### src/rtl/idex_hazard_reg_pkg.sv
// Shared types and defaults for the ID/EX register and hazard detector.
// Holds the default register specifier width, the r0 constant, the default
// mult/div occupancy and the ID/EX control bundle type.
package idex_hazard_reg_pkg;

  localparam int REG_W = 5;
  localparam logic [REG_W-1:0] R0 = '0;
  localparam int MD_LATENCY = 32;

  // Control bits carried from ID into EX; all clear means a bubble.
  typedef struct packed {
    logic regW;
    logic memRead;
    logic isMD;
    logic valid;
  } idexCtrl_t;

endpackage

### src/rtl/idex_hazard_reg_if.sv
// ID-side instruction fields in, EX-side registered fields and hazard status out.
// master drives the ID fields and the flush; slave is the ID/EX register itself.
// Widths follow REG_W, which must match the attached idex_hazard_reg instance.
interface idex_hazard_reg_if #(
  parameter int REG_W = idex_hazard_reg_pkg::REG_W
);

  logic             id_valid;
  logic [REG_W-1:0] id_rs;
  logic [REG_W-1:0] id_rt;
  logic [REG_W-1:0] id_wr;
  logic             id_regW;
  logic             id_memRead;
  logic             id_isMD;
  logic             flush_ex;

  logic [REG_W-1:0] rr1_ex;
  logic [REG_W-1:0] rr2_ex;
  logic [REG_W-1:0] wr_ex;
  logic             regW_ex;
  logic             memRead_ex;
  logic             isMD_ex;
  logic             valid_ex;
  logic             stall_id;
  logic             md_busy;

  modport master (
    output id_valid, id_rs, id_rt, id_wr, id_regW, id_memRead, id_isMD, flush_ex,
    input  rr1_ex, rr2_ex, wr_ex, regW_ex, memRead_ex, isMD_ex, valid_ex,
    input  stall_id, md_busy
  );

  modport slave (
    input  id_valid, id_rs, id_rt, id_wr, id_regW, id_memRead, id_isMD, flush_ex,
    output rr1_ex, rr2_ex, wr_ex, regW_ex, memRead_ex, isMD_ex, valid_ex,
    output stall_id, md_busy
  );

endinterface

### src/rtl/idex_hazard_reg_md_busy_counter.sv
// Tracks occupancy of the multicycle mult/div unit and its destination register.
// Latency: busy asserts on the edge that accepts the mult/div, holds MD_LATENCY cycles.
// Backpressure: none here; the caller never loads while busy (md hazard stalls ID).
module idex_hazard_reg_md_busy_counter #(
  parameter int REG_W      = idex_hazard_reg_pkg::REG_W,
  parameter int MD_LATENCY = idex_hazard_reg_pkg::MD_LATENCY,
  parameter int CNT_W      = $clog2(MD_LATENCY) + 1
) (
  input  logic             clock,
  input  logic             reset_n,
  input  logic             mdLoad,
  input  logic [REG_W-1:0] mdWrIn,
  output logic             mdBusy,
  output logic [REG_W-1:0] mdWr
);

  logic [CNT_W-1:0] cnt;

  // Load on an accepted mult/div, otherwise count down to idle.
  always_ff @(posedge clock or negedge reset_n) begin
    if (!reset_n) begin
      cnt  <= '0;
      mdWr <= '0;
    end else if (mdLoad) begin
      cnt  <= CNT_W'(MD_LATENCY);
      mdWr <= mdWrIn;
    end else if (cnt != '0) begin
      cnt  <= cnt - CNT_W'(1);
    end
  end

  assign mdBusy = (cnt != '0);

endmodule

### src/rtl/idex_hazard_reg.sv
// ID/EX pipeline register with load-use and busy mult/div hazard detection.
// Latency: ID->EX one cycle; stall_id is same-cycle combinational.
// Backpressure: stall_id freezes PC/IF-ID and a bubble enters EX; flush_ex overrides stall.
// Optional HAZARD_STATS_EN adds saturating stall_cnt / flush_cnt outputs.
module idex_hazard_reg #(
  parameter int REG_W      = idex_hazard_reg_pkg::REG_W,
  parameter int MD_LATENCY = idex_hazard_reg_pkg::MD_LATENCY,
  parameter int CNT_W      = $clog2(MD_LATENCY) + 1
) (
  input  logic              clock,
  input  logic              reset_n,
  idex_hazard_reg_if.slave  bus
`ifdef HAZARD_STATS_EN
  ,
  output logic [15:0]       stall_cnt,
  output logic [15:0]       flush_cnt
`endif
);

  import idex_hazard_reg_pkg::*;

  logic [REG_W-1:0] rr1Q, rr2Q, wrQ;
  idexCtrl_t        ctrlQ;
  logic             mdBusy;
  logic [REG_W-1:0] mdWr;
  logic             usesRs, usesRt, loadUse, mdHazard, stall, mdLoad;

  // r0 never carries a dependency, so specifier 0 is excluded from every match.
  assign usesRs = (bus.id_rs != REG_W'(R0));
  assign usesRt = (bus.id_rt != REG_W'(R0));

  assign loadUse = bus.id_valid & ctrlQ.valid & ctrlQ.memRead & (wrQ != REG_W'(R0)) &
                   ((usesRs & (bus.id_rs == wrQ)) | (usesRt & (bus.id_rt == wrQ)));

  // Any new mult/div, or any reader of the in-flight mult/div result, waits.
  assign mdHazard = bus.id_valid & mdBusy &
                    (bus.id_isMD | (usesRs & (bus.id_rs == mdWr)) | (usesRt & (bus.id_rt == mdWr)));

  assign stall  = ~bus.flush_ex & (loadUse | mdHazard);
  assign mdLoad = ~bus.flush_ex & ~stall & bus.id_valid & bus.id_isMD;

  // Pipeline register: bubble (all zero, specifiers read as r0) on flush or stall.
  always_ff @(posedge clock or negedge reset_n) begin
    if (!reset_n) begin
      rr1Q  <= '0;
      rr2Q  <= '0;
      wrQ   <= '0;
      ctrlQ <= '0;
    end else if (bus.flush_ex | stall) begin
      rr1Q  <= '0;
      rr2Q  <= '0;
      wrQ   <= '0;
      ctrlQ <= '0;
    end else begin
      rr1Q          <= bus.id_rs;
      rr2Q          <= bus.id_rt;
      wrQ           <= bus.id_wr;
      ctrlQ.valid   <= bus.id_valid;
      ctrlQ.regW    <= bus.id_regW & bus.id_valid;
      ctrlQ.memRead <= bus.id_memRead & bus.id_valid;
      ctrlQ.isMD    <= bus.id_isMD & bus.id_valid;
    end
  end

  idex_hazard_reg_md_busy_counter #(
    .REG_W      (REG_W),
    .MD_LATENCY (MD_LATENCY),
    .CNT_W      (CNT_W)
  ) u_mdBusy (
    .clock   (clock),
    .reset_n (reset_n),
    .mdLoad  (mdLoad),
    .mdWrIn  (bus.id_wr),
    .mdBusy  (mdBusy),
    .mdWr    (mdWr)
  );

  assign bus.rr1_ex     = rr1Q;
  assign bus.rr2_ex     = rr2Q;
  assign bus.wr_ex      = wrQ;
  assign bus.regW_ex    = ctrlQ.regW;
  assign bus.memRead_ex = ctrlQ.memRead;
  assign bus.isMD_ex    = ctrlQ.isMD;
  assign bus.valid_ex   = ctrlQ.valid;
  assign bus.stall_id   = stall;
  assign bus.md_busy    = mdBusy;

`ifdef HAZARD_STATS_EN
  // Saturating event counters for stall and flush cycles.
  always_ff @(posedge clock or negedge reset_n) begin
    if (!reset_n) begin
      stall_cnt <= '0;
      flush_cnt <= '0;
    end else begin
      if (stall && stall_cnt != 16'hFFFF)
        stall_cnt <= stall_cnt + 16'd1;
      if (bus.flush_ex && flush_cnt != 16'hFFFF)
        flush_cnt <= flush_cnt + 16'd1;
    end
  end
`endif

endmodule
### src/flat_wrapper.sv
// flat-port wrapper written by rule: the top's interface ports become plain ports
module idex_hazard_reg_flat import idex_hazard_reg_pkg::*;
#(
  parameter int REG_W      = idex_hazard_reg_pkg::REG_W,
  parameter int MD_LATENCY = idex_hazard_reg_pkg::MD_LATENCY,
  parameter int CNT_W      = $clog2(MD_LATENCY) + 1
)
  (clock, reset_n, bus_id_valid, bus_id_rs, bus_id_rt, bus_id_wr, bus_id_regW, bus_id_memRead, bus_id_isMD, bus_flush_ex, bus_rr1_ex, bus_rr2_ex, bus_wr_ex, bus_regW_ex, bus_memRead_ex, bus_isMD_ex, bus_valid_ex, bus_stall_id, bus_md_busy);
  idex_hazard_reg_if #(.REG_W(REG_W)) bus_i ();
  input  logic clock;
  input  logic reset_n;
  input wire logic [$bits(bus_i.id_valid)-1:0] bus_id_valid;
  input wire logic [$bits(bus_i.id_rs)-1:0] bus_id_rs;
  input wire logic [$bits(bus_i.id_rt)-1:0] bus_id_rt;
  input wire logic [$bits(bus_i.id_wr)-1:0] bus_id_wr;
  input wire logic [$bits(bus_i.id_regW)-1:0] bus_id_regW;
  input wire logic [$bits(bus_i.id_memRead)-1:0] bus_id_memRead;
  input wire logic [$bits(bus_i.id_isMD)-1:0] bus_id_isMD;
  input wire logic [$bits(bus_i.flush_ex)-1:0] bus_flush_ex;
  output wire logic [$bits(bus_i.rr1_ex)-1:0] bus_rr1_ex;
  output wire logic [$bits(bus_i.rr2_ex)-1:0] bus_rr2_ex;
  output wire logic [$bits(bus_i.wr_ex)-1:0] bus_wr_ex;
  output wire logic [$bits(bus_i.regW_ex)-1:0] bus_regW_ex;
  output wire logic [$bits(bus_i.memRead_ex)-1:0] bus_memRead_ex;
  output wire logic [$bits(bus_i.isMD_ex)-1:0] bus_isMD_ex;
  output wire logic [$bits(bus_i.valid_ex)-1:0] bus_valid_ex;
  output wire logic [$bits(bus_i.stall_id)-1:0] bus_stall_id;
  output wire logic [$bits(bus_i.md_busy)-1:0] bus_md_busy;
  assign bus_i.id_valid = bus_id_valid;
  assign bus_i.id_rs = bus_id_rs;
  assign bus_i.id_rt = bus_id_rt;
  assign bus_i.id_wr = bus_id_wr;
  assign bus_i.id_regW = bus_id_regW;
  assign bus_i.id_memRead = bus_id_memRead;
  assign bus_i.id_isMD = bus_id_isMD;
  assign bus_i.flush_ex = bus_flush_ex;
  assign bus_rr1_ex = bus_i.rr1_ex;
  assign bus_rr2_ex = bus_i.rr2_ex;
  assign bus_wr_ex = bus_i.wr_ex;
  assign bus_regW_ex = bus_i.regW_ex;
  assign bus_memRead_ex = bus_i.memRead_ex;
  assign bus_isMD_ex = bus_i.isMD_ex;
  assign bus_valid_ex = bus_i.valid_ex;
  assign bus_stall_id = bus_i.stall_id;
  assign bus_md_busy = bus_i.md_busy;
  idex_hazard_reg #(.REG_W(REG_W), .MD_LATENCY(MD_LATENCY), .CNT_W(CNT_W)) u_core (.clock(clock), .reset_n(reset_n), .bus(bus_i));
endmodule
### config.mk
export PLATFORM = sky130hd
export DESIGN_NAME = idex_hazard_reg_flat
export DESIGN_NICKNAME = d
export VERILOG_FILES = /design/src/rtl/idex_hazard_reg_pkg.sv /design/src/rtl/idex_hazard_reg_if.sv /design/src/rtl/idex_hazard_reg_md_busy_counter.sv /design/src/rtl/idex_hazard_reg.sv /design/src/flat_wrapper.sv
export SDC_FILE = /design/constraint.sdc
export NUM_CORES = 1
export LEC_CHECK = 0
export ABC_AREA = 0
export CORE_MARGIN = 2
export CORE_UTILIZATION = 40
export CTS_CLUSTER_DIAMETER = 150
export CTS_CLUSTER_SIZE = 24
export DETAILED_ROUTE_END_ITERATION = 8
export HOLD_SLACK_MARGIN = 0.08
export PLACE_DENSITY = 0.68
export SLEW_MARGIN = 10
export SYNTH_ARGS = -nofsm -noshare
export SYNTH_HDL_FRONTEND = slang
export SYNTH_SLANG_ARGS = --single-unit
### constraint.sdc
create_clock -name clock -period 2.3 [get_ports clock]
set_input_delay 0.46 -clock clock [delete_from_list [all_inputs] [get_ports clock]]
set_output_delay 0.46 -clock clock [all_outputs]
set_load 0.02 [all_outputs]
==> reports/results.tsv <==
metric	value	unit
synth_nets	182	
grt_pass1_vias	1587	
fmax	0.420	GHz
ff2ff_setup_slack	130	ps
dr.pass1.iters	4	
path_clk_slew	50	ps
start_util	40.7	%
netSwitchingFraction	33.6	%
utilization	62.1	%
post-place-ws	-862	ps
power_density	823	nW/um2
nets	261	
synth_top_family_by_area	simple AND/OR/NAND/NOR gates	
ir_drop	0.364	mV
min_period_over_period	103	%
synthAdderAreaFrac	1.56	%
antennaDiodeCount	0	
maxSlewViolCount	0	
die_h	67.4	um
synth.distinct_cells	32	
cp_max_fo	2	
grt_max_degree	31	
yosys.area_share.simple	23.3	%
core.rowCount	23	
ant_nets	0	
hold_buffers	0	
ioPinCount	43	
muxShareOfSynthArea	0.623	%
wl_per_cell	15.0	um
synth-xor-area-share	12.5	%
synth-main-ff-cell	dfrtp_1	
rr_worst_depth	10	
yosys_warnings	0	
cts_tree	yes	
crit_path_end	bus_stall_id	
drc	0	
dp_hpwl	3150	um
core-area	3940	um2
root_buffer	clkbuf_8	
power_frac_clock	20.9	%
p_leak	1.08	nW
r2r_start	u_core.u_mdBusy.mdWr[1]	
status	finished with violations	
vias	1537	
final_common_cell	buf_4	
final_cell_mix	buf_4, clkdlybuf4s50_1, dfrtp_1	
worst_slack	-79.4	ps
area_growth	52.5	%
dr.first_iter.drc_count	68	
required	1840	ps
synth-seq-cells	30	
end_kind	output pin	
tightest_slew	415	ps
via_per_inst	5.34	
hold_viol_final	0	
setup.worst_path.start_class	input port	
finalWirelength	4330	um
async_flop_share	100	%
p_seq_share	38.1	%
hp-class	in2reg	
layout-drive-gt1-share	27.3	%
regToRegEndpoint	u_core.bus.rr1_ex[0]	
internal-power	0.00134	W
cp-startpoint	bus_id_rs[0]	
portBuffers	42	
postSynthCellCount	158	
skew	7.13	ps
switchingPower	0.000678	W
fin_hold_ws	466	ps
violations	negative setup slack	
finalSetupViolCount	1	
p_comb_share	41.0	%
slew_headroom	72.1	%
fillers	328	
worstSkewPairLatency	280	ps
yosysSeqAreaShare	46.7	%
crit_type	in2out	
post-route-min-period	2380	ps
maxCapViolCount	0	
grt_pass1_wl	7560	um
synth_area	1610	um2
die_w	67.4	um
grt_usage	22.8	%
die-area	4540	um2
cts_buffers	5	
antenna_found_initial	0	
clockBufferDepth	2	
post_dp_cell_area	2270	um2
synth_area_per_cell	10.2	um2
cts.sinks	30	
arrival	1920	ps
fin_area	2450	um2
htreeDepth	2	
gr-total-overflow	0	
synth_compound_area_share	12.1	%
routabilityCongestion	0.838	
rsz0062_at_grt	yes	
synth_edf_count	0	
[layout make-up]
class | count | area [um2] | area share [%]
inverters | 3 | 11.3 | 0.460
clock buffers | 7 | 86.3 | 3.52
multi-input cells | 118 | 871 | 35.5
flip-flops and latches | 30 | 751 | 30.6
well taps | 50 | 62.6 | 2.55
repair buffers | 79 | 663 | 27.1
clock inverters | 1 | 5.00 | 0.204
[registers in the layout (all words and copies together), names as in the netlist]
name / count
u_core.bus.regW_ex: 1
u_core.bus.rr2_ex: 5
u_core.bus.wr_ex: 5
u_core.bus.isMD_ex: 1
u_core.u_mdBusy.cnt: 6
u_core.u_mdBusy.mdWr: 5
u_core.bus.memRead_ex: 1
u_core.bus.valid_ex: 1
u_core.bus.rr1_ex: 5
[synth_stat cells (all sizes together) (5+ instances only)]
master / n / area, um2
and4: 10 / 87.6
dfrtp: 30 / 751
o31a: 5 / 43.8
or4: 7 / 52.6
xnor2: 15 / 131
nor3: 12 / 60.1
nor2: 6 / 27.5
o21ai: 6 / 30.0
a21oi: 5 / 25.0
nand2: 11 / 41.3
o211ai: 5 / 37.5
nand3: 11 / 55.1
xor2: 8 / 70.1
[critical path, stage by stage]
cell and delay (ps):
buf_8 90, or4_4 530, nor2_4 140, nor4_4 60
o311ai_2 350, a21oi_1 120, buf_4 170
[metal layers]
metal  part of all wire (%)  GRT usage, %  vias to the layer above  wire, um
li1                       -             -                      743         -
met3                    5.7          5.17                       12       248
met1                     41          27.7                      729      1770
met5                      0             0                        -         0
met4                    2.7          12.0                        0       116
met2                     51          37.6                       53      2200
[worst min-delay path by stage]
stage	slack (ps)	from	cells after the start	to
finish	470	bus_id_rs[2]	2	u_core.bus.rr1_ex[2]
global route	460	bus_id_rs[3]	2	u_core.bus.rr1_ex[3]
CTS	460	bus_id_rs[3]	2	u_core.bus.rr1_ex[3]
detailed placement	530	u_core.u_mdBusy.cnt[4]	1	u_core.u_mdBusy.cnt[4]
global placement	490	u_core.u_mdBusy.cnt[3]	1	u_core.u_mdBusy.cnt[3]
floorplan	160	reset_n	0	u_core.bus.isMD_ex
[power groups by stage]
stage | combinational (W) | sequential (W) | clock, W
3_3_place_gp | 0.000711 | 0.000765 | 0
5_1_grt | 0.000929 | 0.000785 | 0.000463
6_report | 0.000826 | 0.000768 | 0.000421
3_5_place_dp | 0.000739 | 0.000770 | 0
4_1_cts | 0.000817 | 0.000764 | 0.000430
2_1_floorplan | 0.000392 | 0.000779 | 0
[what timing repair did]
action,CTS,global route
endpoints found under the hold margin,0,0
pin swaps,9,9
resized for setup,54,6
setup endpoints to repair,2,12
buffers inserted,9,1
[stage by stage]
stage               std cells  power, W  TNS [ps]
global route              288   0.00218      -152
detailed placement        272   0.00151     -6160
finish                    288   0.00202     -79.4
floorplan                 158   0.00117         0
global placement          272   0.00148     -5330
CTS                       288   0.00201      -412
[kinds of logic after synthesis]
group	count (synthesis)
AO/OA/AOI/OAI	27
XOR/XNOR	23
adder cells (fa/ha/maj)	2
buffers and inverters	10
flip-flops	30
multiplexers	1
AND/OR/NAND/NOR	65
(Power assumes the default switching activity.)
